==> src/rtl/fpu_result_buffer.sv <==
// fpu_result_buffer: FIFO between the FP16 FPU output and its consumer, with sticky IEEE flags.
module fpu_result_buffer #(
    parameter int WIDTH     = 16,
    parameter int DEPTH     = 4,
    parameter int TAG_WIDTH = 1
) (
    input  logic                       clk_i,
    input  logic                       rst_i,
    input  logic [WIDTH-1:0]           fpu_result_i,
    input  logic [4:0]                 fpu_status_i,
    input  logic [TAG_WIDTH-1:0]       fpu_tag_i,
    input  logic                       fpu_valid_i,
    output logic                       fpu_ready_o,
    output logic [WIDTH-1:0]           res_data_o,
    output logic [4:0]                 res_status_o,
    output logic [TAG_WIDTH-1:0]       res_tag_o,
    output logic                       res_valid_o,
    input  logic                       res_ready_i,
    input  logic                       flush_i,
    output logic [4:0]                 fflags_o,
    input  logic                       fflags_clr_i,
    output logic [$clog2(DEPTH+1)-1:0] count_o
);
    localparam int AW = $clog2(DEPTH);
    localparam int CW = $clog2(DEPTH+1);

    logic [WIDTH-1:0]     mem_data   [DEPTH];
    logic [4:0]           mem_status [DEPTH];
    logic [TAG_WIDTH-1:0] mem_tag    [DEPTH];
    logic [AW-1:0]        wr_ptr, rd_ptr;
    logic [CW-1:0]        count;
    logic                 push, pop;

    // Ready looks only at registered count, so consumer ready never reaches the FPU.
    assign fpu_ready_o  = (count != CW'(DEPTH)) && !rst_i;
    assign res_valid_o  = count != '0;
    assign push         = fpu_valid_i && fpu_ready_o && !flush_i;
    assign pop          = res_valid_o && res_ready_i && !flush_i;
    assign res_data_o   = res_valid_o ? mem_data[rd_ptr]   : '0;
    assign res_status_o = res_valid_o ? mem_status[rd_ptr] : '0;
    assign res_tag_o    = res_valid_o ? mem_tag[rd_ptr]    : '0;
    assign count_o      = count;

    always_ff @(posedge clk_i) begin
        if (push) begin
            mem_data[wr_ptr]   <= fpu_result_i;
            mem_status[wr_ptr] <= fpu_status_i;
            mem_tag[wr_ptr]    <= fpu_tag_i;
        end
    end

    always_ff @(posedge clk_i or posedge rst_i) begin
        if (rst_i) begin
            wr_ptr   <= '0;
            rd_ptr   <= '0;
            count    <= '0;
            fflags_o <= '0;
        end else begin
            fflags_o <= (fflags_clr_i ? 5'd0 : fflags_o) | (pop ? res_status_o : 5'd0);
            if (flush_i) begin
                wr_ptr <= '0;
                rd_ptr <= '0;
                count  <= '0;
            end else begin
                wr_ptr <= push ? wr_ptr + AW'(1) : wr_ptr;
                rd_ptr <= pop ? rd_ptr + AW'(1) : rd_ptr;
                count  <= count + CW'(push) - CW'(pop);
            end
        end
    end
endmodule
==> config.mk <==
export PLATFORM = sky130hd
export DESIGN_NAME = fpu_result_buffer
export DESIGN_NICKNAME = d
export VERILOG_FILES = /design/src/rtl/fpu_result_buffer.sv
export SDC_FILE = /design/constraint.sdc
export NUM_CORES = 1
export LEC_CHECK = 0
export CAP_MARGIN = 20
export CORE_MARGIN = 3
export CORE_UTILIZATION = 35
export DETAILED_ROUTE_END_ITERATION = 16
export SLEW_MARGIN = 20
export SYNTH_ARGS = -nofsm -noshare
export SYNTH_HDL_FRONTEND = slang
export SYNTH_SLANG_ARGS = --single-unit
==> constraint.sdc <==
create_clock -name clk_i -period 4.2 [get_ports clk_i]
set_input_delay 0.84 -clock clk_i [delete_from_list [all_inputs] [get_ports clk_i]]
set_output_delay 0.84 -clock clk_i [all_outputs]
set_load 0.005 [all_outputs]
# ---- Yosys cells after proc, flatten, opt, wreduce, memory -nomap -nowiden
# Memory sizes are Yosys's and may differ from the RTL's.
# Index checks and enable logic that the tools add are counted.
dict set report classes {
  bitwise_logic 1
  addsub 4
  reduce_logical 10
  n_eq_ne 1
  n_mux 12
}
# cell n
set ops {}
lappend ops {{16-bit 2-to-1 mux} 1}
lappend ops {{5-bit 2-to-1 mux} 3}
lappend ops {{2-bit 2-to-1 mux} 4}
lappend ops {{1-bit logical AND} 5}
lappend ops {{5-bit OR} 1}
lappend ops {{2-bit by 1-bit adder with 2-bit output (second input constant)} 2}
lappend ops {{2-bit nonzero test} 2}
lappend ops {{3-bit by 1-bit adder with 3-bit output} 1}
lappend ops {{1-bit 2-to-1 mux} 3}
lappend ops {{3-bit 2-to-1 mux} 1}
lappend ops {{3-bit inequality test (second input constant)} 1}
lappend ops {{3-bit nonzero test} 1}
lappend ops {{3-bit by 1-bit subtractor with 3-bit output} 1}
lappend ops {{1-bit logical NOT} 2}
dict set report word_totals {
  n_memories 3
  ramBits 88
  register_bits 12
  out_inout_bits 32
  in_bits 28
  wordCells 35
}
# memory depth width rd rd_ports_with_merged_regs wr line_no
set mem_list {}
lappend mem_list {mem_data 4 16 1 0 1 27} ;# logic [WIDTH-1:0] mem_data [DEPTH];
lappend mem_list {mem_status 4 5 1 0 1 28} ;# logic [4:0] mem_status [DEPTH];
lappend mem_list {mem_tag 4 1 1 0 1 29} ;# logic [TAG_WIDTH-1:0] mem_tag [DEPTH];

# ---- Logic depth before layout (Yosys ltp)
# Gate-level depths: netlist (run 1).
dict set report logic_depth {
  depth_word 7
  ltp_mapped 11
  mapped_depth_nobuf 11
}

# ---- Least setup slack after synthesis (run 1)
# OpenSTA, ideal clock, no wires.
dict set report synth_path {
  path_type {input port to flip-flop}
  startpoint {input port flush_i}
  endpoint {register count[2] (netlist: count_o[2])}
  n_path_buf 1
  cell_stages 10
  required_ns 4.069
  path_slack_ns 1.647
  setup_time_ns 0.131
  t_arrival_ns 2.422
  path_cell_list {clkbuf_1 -> nor3_1 -> inv_1 -> ha_1 -> inv_1 -> ha_1 -> inv_1 -> fa_1 -> xnor2_1 -> nor2_1}
}
dict set report synth_via {
  elab_chain_len 5
  elab_cells_between_ends 6
  classes_between {2 x add/sub; 1 x mux; 3 x reduce/logical}
}
# element line_no
set synth_rtl {}
lappend synth_rtl {{from (decl)} 19} ;# input logic flush_i,
lappend synth_rtl {{1-bit logical NOT} {37, 38}}
lappend synth_rtl {{1-bit logical AND} 37} ;# assign push = fpu_valid_i && fpu_ready_o && !flush_i;
lappend synth_rtl {{3-bit by 1-bit adder with 3-bit output} 67} ;# count <= count + CW'(push) - CW'(pop);
lappend synth_rtl {{3-bit by 1-bit subtractor with 3-bit output} 67}
lappend synth_rtl {{3-bit 2-to-1 mux *} 60} ;# if (flush_i) begin
lappend synth_rtl {{to (signal assigned)} 67}
lappend synth_rtl {{to (decl)} 31} ;# logic [CW-1:0] count;
# Every way passes the cells marked *; elsewhere a longest branch is shown, timed or not.
# A chain may end at the register's enable or synchronous reset.

# ---- Worst setup path after layout (run 1)
dict set report layout_path {
  startpoint {register rd_ptr[1]}
  endpoint {output port res_status_o[4]}
}
dict set report layout_via {
  elab_chain_len 2
}
# element line_no
set layout_rtl {}
lappend layout_rtl {{from (decl)} 30} ;# logic [AW-1:0] wr_ptr, rd_ptr;
lappend layout_rtl {{from (signal assigned)} 66} ;# rd_ptr <= pop ? rd_ptr + AW'(1) : rd_ptr;
lappend layout_rtl {{memory 4 x 5 bit} --}
lappend layout_rtl {{5-bit 2-to-1 mux} 40} ;# assign res_status_o = res_valid_o ? mem_status[rd_ptr] : '0;
lappend layout_rtl {{to (decl)} 15} ;# output logic [4:0] res_status_o,
# Every way passes these cells.

==> results of run 1 <==
-- placed cells by master, fill, tap and decap left out, types with 3 or more instances in the layout --
cell type,instances
ha_1,6
clkbuf_16,9
clkdlybuf4s50_1,59
edfxtp_1,88
mux2i_1,10
dfrtp_1,11
and2_1,21
mux4_1,4
mux4_2,13
buf_4,6
clkinv_2,3
inv_1,13
nor2_1,10
o22ai_1,5
mux2_2,5
-- final cells by class --
| cell class | count | share of cell area, % |
|---|---|---|
| sequential | 100 | 58.2 |
| tap | 140 | 3.47 |
| multi-input combinational | 94 | 19.6 |
| inverter | 13 | 0.965 |
| timing repair buffer | 65 | 12.6 |
| clock inverter | 6 | 0.619 |
| clock buffer | 10 | 4.53 |
-- report_power, final --
group	total, mW	switching [mW]	internal (mW)
registers	1.22	0.0913	1.13
clock network	0.721	0.326	0.395
logic	0.649	0.228	0.420
total	2.59	0.646	1.95
-- path summary, 6_finish.rpt --
path	startpoint	to	slack, ns	cells after the start
max in group asynchronous	rst_i	rd_ptr[0]	2.95	2
min reg2reg	fflags_o[0]	fflags_o[0]	0.54	2
max reg2reg	count_o[1]	count_o[2]	1.41	11
min	fflags_o[0]	fflags_o[0]	0.54	2
min in group asynchronous	rst_i	wr_ptr[1]	0.88	2
max	rd_ptr[1]	res_status_o[4]	0.87	5
-- registers in the layout, summed over array words and instances, names as in the netlist --
| register | cells |
|---|---|
| count_o | 3 |
| fflags_o | 5 |
| mem_data | 64 |
| mem_status | 20 |
| mem_tag | 4 |
| rd_ptr | 2 |
| wr_ptr | 2 |
-- routing by layer --
metal  wire length [µm]  vias up
met4                104        0
li1                   -      963
met3                235        9
met5                  0        -
met1               2970     1020
met2               3740       35
-- metrics by stage --
| stage | util (%) | setup WS (ns) | cell area [µm²] | hold WS (ns) | cells |
|---|---|---|---|---|---|
| 4_1_cts | 45.6 | 0.815 | 5050 | 0.539 | 428 |
| 2_1_floorplan | - | 1.65 | 4050 | 0.526 | 215 |
| 3_5_place_dp | 43.3 | 1.01 | 4790 | 0.528 | 412 |
| 5_1_grt | 45.6 | 0.709 | 5050 | 0.548 | 428 |
| 6_report | 45.6 | 0.866 | 5050 | 0.537 | 428 |
| 3_3_place_gp | 43.3 | 1.08 | 4790 | 0.533 | 412 |
-- cell families (layout without fill, tap and decap cells) --
logic type               after synthesis  in the layout
flip-flops                           100            100
adder cells (fa/ha/maj)                7              7
AO/OA/AOI/OAI                         11             11
AND/OR/NAND/NOR                       41             41
multiplexers                          32             32
XOR/XNOR                               3              3
buffers and inverters                 21             94
-- worst min-delay path: stages, from the launching register on --
cell and delay, ns:
dfrtp_1 0.38, inv_1 0.06, o22ai_1 0.06
==> metrics.md, run 1 <==
| Metric | Value |
|---|---|
| Top cell family by delay on the critical path | `buffers and inverters` |
| H-Tree Depth | `3` |
| WL/cell | `16.5 µm` |
| Worst path slowest cell | `dfrtp_1` |
| Io pins | `60` |
| Met2 Use GR | `20.0%` |
| Initial DRC count | `76` |
| Gp weighted congestion | `0.684` |
| Layout cell share with drive strength beyond 1 | `13.9%` |
| Hold-fix buffers, CTS | `0` |
| Synth Area in Compound Gates | `1.64%` |
| Main combinational cell family by area after synthesis | `multiplexers` |
| DP HPWL | `4690 µm` |
| Critical path capture point type | `output pin` |
| First-pass GRT wire length | `11,500 µm` |
| Unique masters post-synth | `31` |
| Cell area after synthesis | `4050 µm²` |
| DR DRC count | `0` |
| WS Path Type | `reg -> out` |
| # rows | `38` |
| Seq. cell area | `2940 µm²` |
| Die ar. | `12,900 µm²` |
| CTS max path bufs | `2` |
| CTS Buf Count | `9` |
| Min-delay worst type | `reg -> reg` |
| Startpoint Class | `flip-flop` |
| Static Leak | `1.70 nW` |
| Max-Cap Viols | `0` |
| Initial antenna violation count | `0` |
| Top cells by area, synth | `edfxtp_1 (65%), dfrtp_1 (7.4%), mux4_2 (7.2%), and2_1 (3.2%), mux4_1 (2.6%)` |
| Die W | `114 µm` |
| Number of global-route vias before repair | `2,150` |
| Top cells by count, synth | `edfxtp_1 (88), and2_1 (21), inv_1 (13), mux4_2 (13), dfrtp_1 (12)` |
| Fin. max-slew vios | `0` |
| Max Fclk | `300 MHz` |
| Setup violators final | `0` |
| Chip Height | `114 µm` |
| WP data arrival | `2.49 ns` |
| Xor-xnor portion of the synthesized cell area | `0.649%` |
| M3 GR Usage | `2.07%` |
| CP Cell Sequence | `buf_4 > mux2i_1 > mux2_2 > nor2_1 > clkdlybuf4s50_1` |
| Gr usage total | `11.6%` |
| Slew @ Worst Pin | `0.785 ns` |
| Fin nets | `318` |
| Clock Skews | `0.00716 ns` |
| Synth-to-Final Area Change | `24.8%` |
| Setup_tns | `0 ns` |
| Avg Synthesized Cell Area | `18.8 µm²` |
| CTS tree | `yes` |
| Ys Warns | `0` |
| Post-Syn Nets | `250` |
| CTS Sinks | `100` |
| ANT cells | `0` |
| Mux cell area share after synthesis | `13.7%` |
| #FFs+latches synth | `100` |
| Power Density | `513 nW/µm²` |
| Crit path time final | `3.33 ns` |
| Main flop type after synthesis | `edfxtp_1` |
| Worst EP required | `3.36 ns` |
| Run status | `completed` |
| Core box area | `11,100 µm²` |
| Pin count of the biggest net entering global routing | `25` |
| VDD IR max | `0.205 mV` |
| Clk root buf | `clkbuf_16` |
| Leading area contributor after synthesis | `edfxtp_1` |
| Routed Antenna Nets | `0` |
| Final total power | `2.59 mW` |
| First drt pass iteration count | `4` |
| Met1 Usage GRT | `14.4%` |
| Adder-cell area share of the yosys netlist | `2.35%` |
| Post-Synthesis Cells | `215` |
| Reg clk slew, reported paths | `0.07 ns` |
| Post-synth EDFFs | `88` |
| Post-CTS setup buffers | `0` |
| Fillers | `985` |
| Total grt overflow | `0` |
| Gr busiest metal | `met2` |
| Latest clock arrival within the worst-skew pair | `0.33 ns` |
| Initial core utilization | `36.6%` |
| CP Max Fanout | `16` |
| DR vias/cell | `4.74` |
| Multi-input logic area | `991 µm²` |
| RSZ-0062 raised after global routing | `no` |
| Count leader, synth | `edfxtp_1` |
| Via count | `2,027` |
| Worst rel slew slack | `47.7%` |
| DRT Wirelength | `7050 µm` |
| Post-Synth Simple-Gate Area | `6.15%` |
| CP bufs+invs | `2` |
| Post-CTS Resized | `0` |
| Period utilisation layout | `79.4%` |
| Ys async rst share | `12.0%` |
| Post-synthesis sequential area ratio | `72.7%` |
| PortBufs | `59` |
| Synth top area share | `65.2%` |
| Final hold vios | `0` |
| CP peak stage delay | `0.75 ns` |
No activity file was read; power rests on OpenSTA's default activity.
==> inputs of run 2 (changes only) <==
clock period = 3.1 ns   (was 4.2 ns; I/O delays follow)
==> run 2 against run 1 <==
Effect of this change:
- non-clock buffer count grew 6
- register-to-register slack lost 0.79 ns
- clock skew grew 0.0038 ns
- flip-flop and latch count is the same
- clock power grew 35%
- final area grew 1.1%
- cell count grew 1.2%
- wire length grew 3.7%
- first-iteration DRC count grew 17%
- total power grew 38%
- core utilization grew 0.52 points
- combinational power grew 57%
==> metrics.md, run 2 (synthesized netlist as in run 1, its figures left out) <==
| Metric | Value |
|---|---|
| ANT cells | `0` |
| Post-layout instance area | `5110 µm²` |
| Setup WS post-layout | `0.347 ns` |
| Reg power frac | `44.3%` |
| Post-CTS setup buffers | `0` |
| Die ar. | `12,900 µm²` |
| Gp weighted congestion | `0.712` |
| Chip Height | `114 µm` |
| Min-delay worst type | `reg -> reg` |
| Post-CTS Resized | `0` |
| CTS Buf Count | `9` |
| Fin. max-slew vios | `0` |
| # rows | `38` |
| DRT Wirelength | `7310 µm` |
| Number of global-route vias before repair | `2,204` |
| Top reg by flops | `mem_data` |
| Layout cell share with drive strength beyond 1 | `15.7%` |
| Initial DRC count | `89` |
| Period utilisation layout | `88.8%` |
| Initial core utilization | `36.6%` |
| CTS max path bufs | `2` |
| Clk root buf | `clkbuf_16` |
| Worst EP required | `2.48 ns` |
| Die W | `114 µm` |
| Critical path capture point type | `output pin` |
| Power Density | `699 nW/µm²` |
| Commonest cells after routing, fill and taps aside | `edfxtp_1 (88), clkdlybuf4s50_1 (59), and2_1 (21)` |
| CTS Sinks | `100` |
| Total grt overflow | `0` |
| Net switching power | `0.889 mW` |
| Synth-to-Final Area Change | `26.2%` |
| Combinational Power Share | `28.6%` |
| Worst rel slew slack | `68.0%` |
| Slew @ Worst Pin | `0.479 ns` |
| Fin nets | `324` |
| WS Path Type | `reg -> out` |
| Final hold vios | `0` |
| Max reg flops | `64` |
| Static Leak | `1.72 nW` |
| H-Tree Depth | `3` |
| Switching portion of total power | `24.9%` |
| Area after DPL | `4850 µm²` |
| Clk network pwr share | `27.1%` |
| Setup_tns | `0 ns` |
| Initial antenna violation count | `0` |
| Clock Skews | `0.0110 ns` |
| Hold-fix buffers, CTS | `0` |
| PortBufs | `59` |
| Run status | `completed` |
| WL/cell | `16.9 µm` |
| Max-Cap Viols | `0` |
| Internal power | `2.68 mW` |
| Max Fclk | `363 MHz` |
| Reg clk slew, reported paths | `0.06 ns` |
| Most common cell after layout, fill and taps aside | `edfxtp_1` |
| Pin count of the biggest net entering global routing | `23` |
| Setup violators final | `0` |
| First drt pass iteration count | `4` |
| Routed Antenna Nets | `0` |
| WP data arrival | `2.13 ns` |
| DP HPWL | `4830 µm` |
| Startpoint Class | `flip-flop` |
| Gr usage total | `12.0%` |
| VDD IR max | `0.348 mV` |
| Final total power | `3.57 mW` |
| Core box area | `11,100 µm²` |
| First-pass GRT wire length | `11,800 µm` |
| Place WS | `0.307 ns` |
| Io pins | `60` |
| RSZ-0062 raised after global routing | `no` |
| Post-layout util | `46.1%` |
| Top flop regs | `mem_data (64), mem_status (20), fflags_o (5)` |
| CP Max Fanout | `18` |
| Crit path time final | `2.75 ns` |
| CTS tree | `yes` |
| DR DRC count | `0` |
| DR vias/cell | `4.76` |
| Via count | `2,062` |
| Latest clock arrival within the worst-skew pair | `0.33 ns` |
[run 2: changes by cell type in the layout (fill, tap and decap cells not counted), sizes merged]
cell | before | now
buf | 6 | 12
clkbuf | 10 | 11
clkinvlp | 0 | 3
clkinv | 6 | 1
[run 2: stage by stage]
stage | hold slack, ns | cells
after CTS | 0.545 | 433
after detailed placement | 0.536 | 418
final | 0.540 | 433
after global placement | 0.534 | 418
after global routing | 0.579 | 433
after floorplan | 0.485 | 215
[run 2: layout make-up]
type | count | area, µm²
inverters | 13 | 48.8
well taps | 140 | 175
repair buffers | 71 | 693
fillers | 975 | 5970
clock inverters | 4 | 27.5
clock buffers | 11 | 233
flip-flops and latches | 100 | 2940
multi-input cells | 94 | 991
[run 2: layer usage]
| layer | global-route usage (%) | wire length (µm) | part of all wire (%) | vias to the layer above |
|---|---|---|---|---|
| met5 | 0 | 0 | 0 | - |
| met4 | 3.13 | 64 | 0.88 | 0 |
| met3 | 2.39 | 220 | 3.0 | 5 |
| met2 | 21.6 | 3960 | 54 | 43 |
| met1 | 14.7 | 3070 | 42 | 1047 |
| li1 | - | - | - | 967 |
[run 2: path summary, 6_finish.rpt]
path                              from            end  slack (ns)  depth (start not counted)
min in group asynchronous        rst_i     count_o[0]        0.65                          2
min                        fflags_o[0]    fflags_o[0]        0.54                          2
min reg2reg                fflags_o[0]    fflags_o[0]        0.54                          2
max in group asynchronous        rst_i      rd_ptr[0]        2.09                          2
max                         count_o[1]  res_data_o[1]        0.35                          5
max reg2reg                 count_o[1]     count_o[2]        0.62                         11
[run 2: power by group through the flow]
stage,Sequential (mW),Combinational [mW],Clock [mW]
finish,1.58,1.02,0.970
global route,1.59,1.12,1.06
CTS,1.58,1.05,1.00
detailed placement,1.61,1.05,0
global placement,1.61,1.04,0
floorplan,1.60,0.545,0
[run 2: worst max-delay path, stage by stage (launching register included)]
cell and delay (ns):
dfrtp_1 0.49, nor3_4 0.36, inv_1 0.11, buf_4 0.22
and2_1 0.18, clkdlybuf4s50_1 0.45
==> inputs of run 3 (changes only) <==
CELL_PAD_IN_SITES_DETAIL_PLACEMENT = 1   (was unset)
CELL_PAD_IN_SITES_GLOBAL_PLACEMENT = 2   (was unset)
PLACE_DENSITY_LB_ADDON = 0.1   (was unset)
==> run 3 against run 2 <==
Effect of this change:
- critical path type unchanged
- largest power group unchanged
- hold slack better by 0.0038 ns
- fmax is 2.4% lower
- die area is the same
==> metrics.md, run 3 (synthesized netlist as in run 1, its figures left out) <==
| Metric | Value |
|---|---|
| Power Density | `742 nW/µm²` |
| Worst rel slew slack | `65.5%` |
| Internal power | `2.93 mW` |
| Core box area | `11,100 µm²` |
| Initial core utilization | `36.6%` |
| Via count | `2,075` |
| WS Path Type | `reg -> out` |
| Synth-to-Final Area Change | `27.9%` |
| Clk root buf | `clkbuf_16` |
| PortBufs | `59` |
| Gp weighted congestion | `0.694` |
| Met3 WL | `323 µm` |
| Chip Height | `114 µm` |
| Final hold vios | `0` |
| CTS max path bufs | `2` |
| Clock Skews | `0.00956 ns` |
| Static Leak | `1.77 nW` |
| Startpoint Class | `flip-flop` |
| Critical R2R Capture | `count_o[2]` |
| Top flop regs | `mem_data (64), mem_status (20), fflags_o (5)` |
| Critical R2R Launch | `count_o[1]` |
| Worst EP required | `2.48 ns` |
| Register-to-Register Path Depth | `11` |
| Met1 WL | `3300 µm` |
| Commonest cells after routing, fill and taps aside | `edfxtp_1 (88), clkdlybuf4s50_1 (59), and2_1 (21)` |
| CTS Buf Count | `9` |
| Pin count of the biggest net entering global routing | `23` |
| Max-Cap Viols | `0` |
| Hold-fix buffers, CTS | `0` |
| Min-Delay Endpoint | `fflags_o[2]` |
| Min-delay worst type | `reg -> reg` |
| Initial antenna violation count | `0` |
| Gr usage total | `13.0%` |
| # rows | `38` |
| DP HPWL | `5000 µm` |
| Setup violators final | `0` |
| Critical path capture point type | `output pin` |
| WL/cell | `17.9 µm` |
| Initial DRC count | `80` |
| ANT cells | `0` |
| CTS Sinks | `100` |
| CTS tree | `yes` |
| First drt pass iteration count | `3` |
| Max reg flops | `64` |
| Final total power | `3.84 mW` |
| H-Tree Depth | `3` |
| Max layer used | `met4` |
| Routed Antenna Nets | `0` |
| Hold path depth | `2` |
| Clk network pwr share | `32.6%` |
| Run status | `completed` |
| Post-CTS setup buffers | `0` |
| VDD IR max | `0.309 mV` |
| CP Max Fanout | `18` |
| Top reg by flops | `mem_data` |
| Max Fclk | `355 MHz` |
| Number of global-route vias before repair | `2,401` |
| R2R Setup Slk | `0.67 ns` |
| Combinational Power Share | `26.3%` |
| Routed met2 length | `4030 µm` |
| Latest clock arrival within the worst-skew pair | `0.34 ns` |
| Die W | `114 µm` |
| WP data arrival | `2.20 ns` |
| Fin nets | `324` |
| RSZ-0062 raised after global routing | `no` |
| Crit path time final | `2.82 ns` |
| Net switching power | `0.917 mW` |
| Fin. max-slew vios | `0` |
| DR DRC count | `0` |
| DRT Wirelength | `7760 µm` |
| DR vias/cell | `4.78` |
| Slew @ Worst Pin | `0.517 ns` |
| Reg clk slew, reported paths | `0.07 ns` |
| Switching portion of total power | `23.9%` |
| Layout cell share with drive strength beyond 1 | `15.6%` |
| Post-CTS Resized | `0` |
| Total grt overflow | `0` |
| Die ar. | `12,900 µm²` |
| Setup_tns | `0 ns` |
| Most common cell after layout, fill and taps aside | `edfxtp_1` |
| Io pins | `60` |
| Period utilisation layout | `91.0%` |
| Reg power frac | `41.1%` |
| First-pass GRT wire length | `12,600 µm` |
| Min-delay src | `fflags_o[2]` |
## run 3: changes by cell type in the layout (fill, tap and decap cells not counted)
| cell | before | now |
|---|---|---|
| inv_6 | 0 | 1 |
| dfrtp_1 | 11 | 12 |
| clkinvlp_4 | 3 | 0 |
| clkinv_4 | 0 | 1 |
| clkinv_2 | 1 | 0 |
| buf_12 | 1 | 0 |
| bufinv_16 | 0 | 3 |
| dfrtp_2 | 1 | 0 |
| buf_4 | 11 | 12 |
## run 3: final cells by class
class / count / area (µm²)
Sequential cell: 100 / 2940
Clock buffer: 11 / 233
Tap cell: 140 / 175
Fill cell: 1079 / 5900
Multi-Input combinational cell: 94 / 991
Timing Repair Buffer: 71 / 681
Inverter: 13 / 48.8
Clock inverter: 5 / 108
## run 3: critical path, stage by stage (launching register included)
cell and delay, ns:
dfrtp_1 0.49, nor3_4 0.38, inv_1 0.15, buf_4 0.23, and2_1 0.17, clkdlybuf4s50_1 0.44
## run 3: worst max-delay path by stage
| stage | end | cells past startpoint | startpoint | slack [ns] |
|---|---|---|---|---|
| final | res_data_o[12] | 5 | count_o[1] | 0.28 |
| after global routing | res_data_o[12] | 5 | count_o[1] | 0.13 |
| after CTS | res_tag_o | 5 | count_o[1] | 0.23 |
| after detailed placement | count_o[2] | 11 | rst_i | 0.29 |
| after global placement | count_o[2] | 11 | rst_i | 0.38 |
| after floorplan | count_o[2] | 11 | count_o[1] | 0.76 |
## run 3: per-stage QoR
stage	util, %	worst slack, ns	cell area (µm²)	hold slack [ns]	instances
after CTS	46.7	0.231	5180	0.545	434
after global placement	43.7	0.383	4840	0.523	418
final	46.7	0.279	5180	0.544	434
after global routing	46.7	0.132	5180	0.579	434
after detailed placement	43.7	0.289	4840	0.530	418
after floorplan	-	0.758	4050	0.485	215
## run 3: power by group through the flow
stage	Clock, mW	Sequential, mW	Combinational, mW
floorplan	0	1.60	0.545
global placement	0	1.61	1.03
finish	1.25	1.58	1.01
detailed placement	0	1.61	1.03
global route	1.34	1.59	1.11
CTS	1.29	1.58	1.04
## run 3: per-layer routing
layer	vias up	track usage (%)
met5	-	0
met4	0	5.29
met3	9	3.02
met2	46	22.4
met1	1052	15.7
li1	968	-
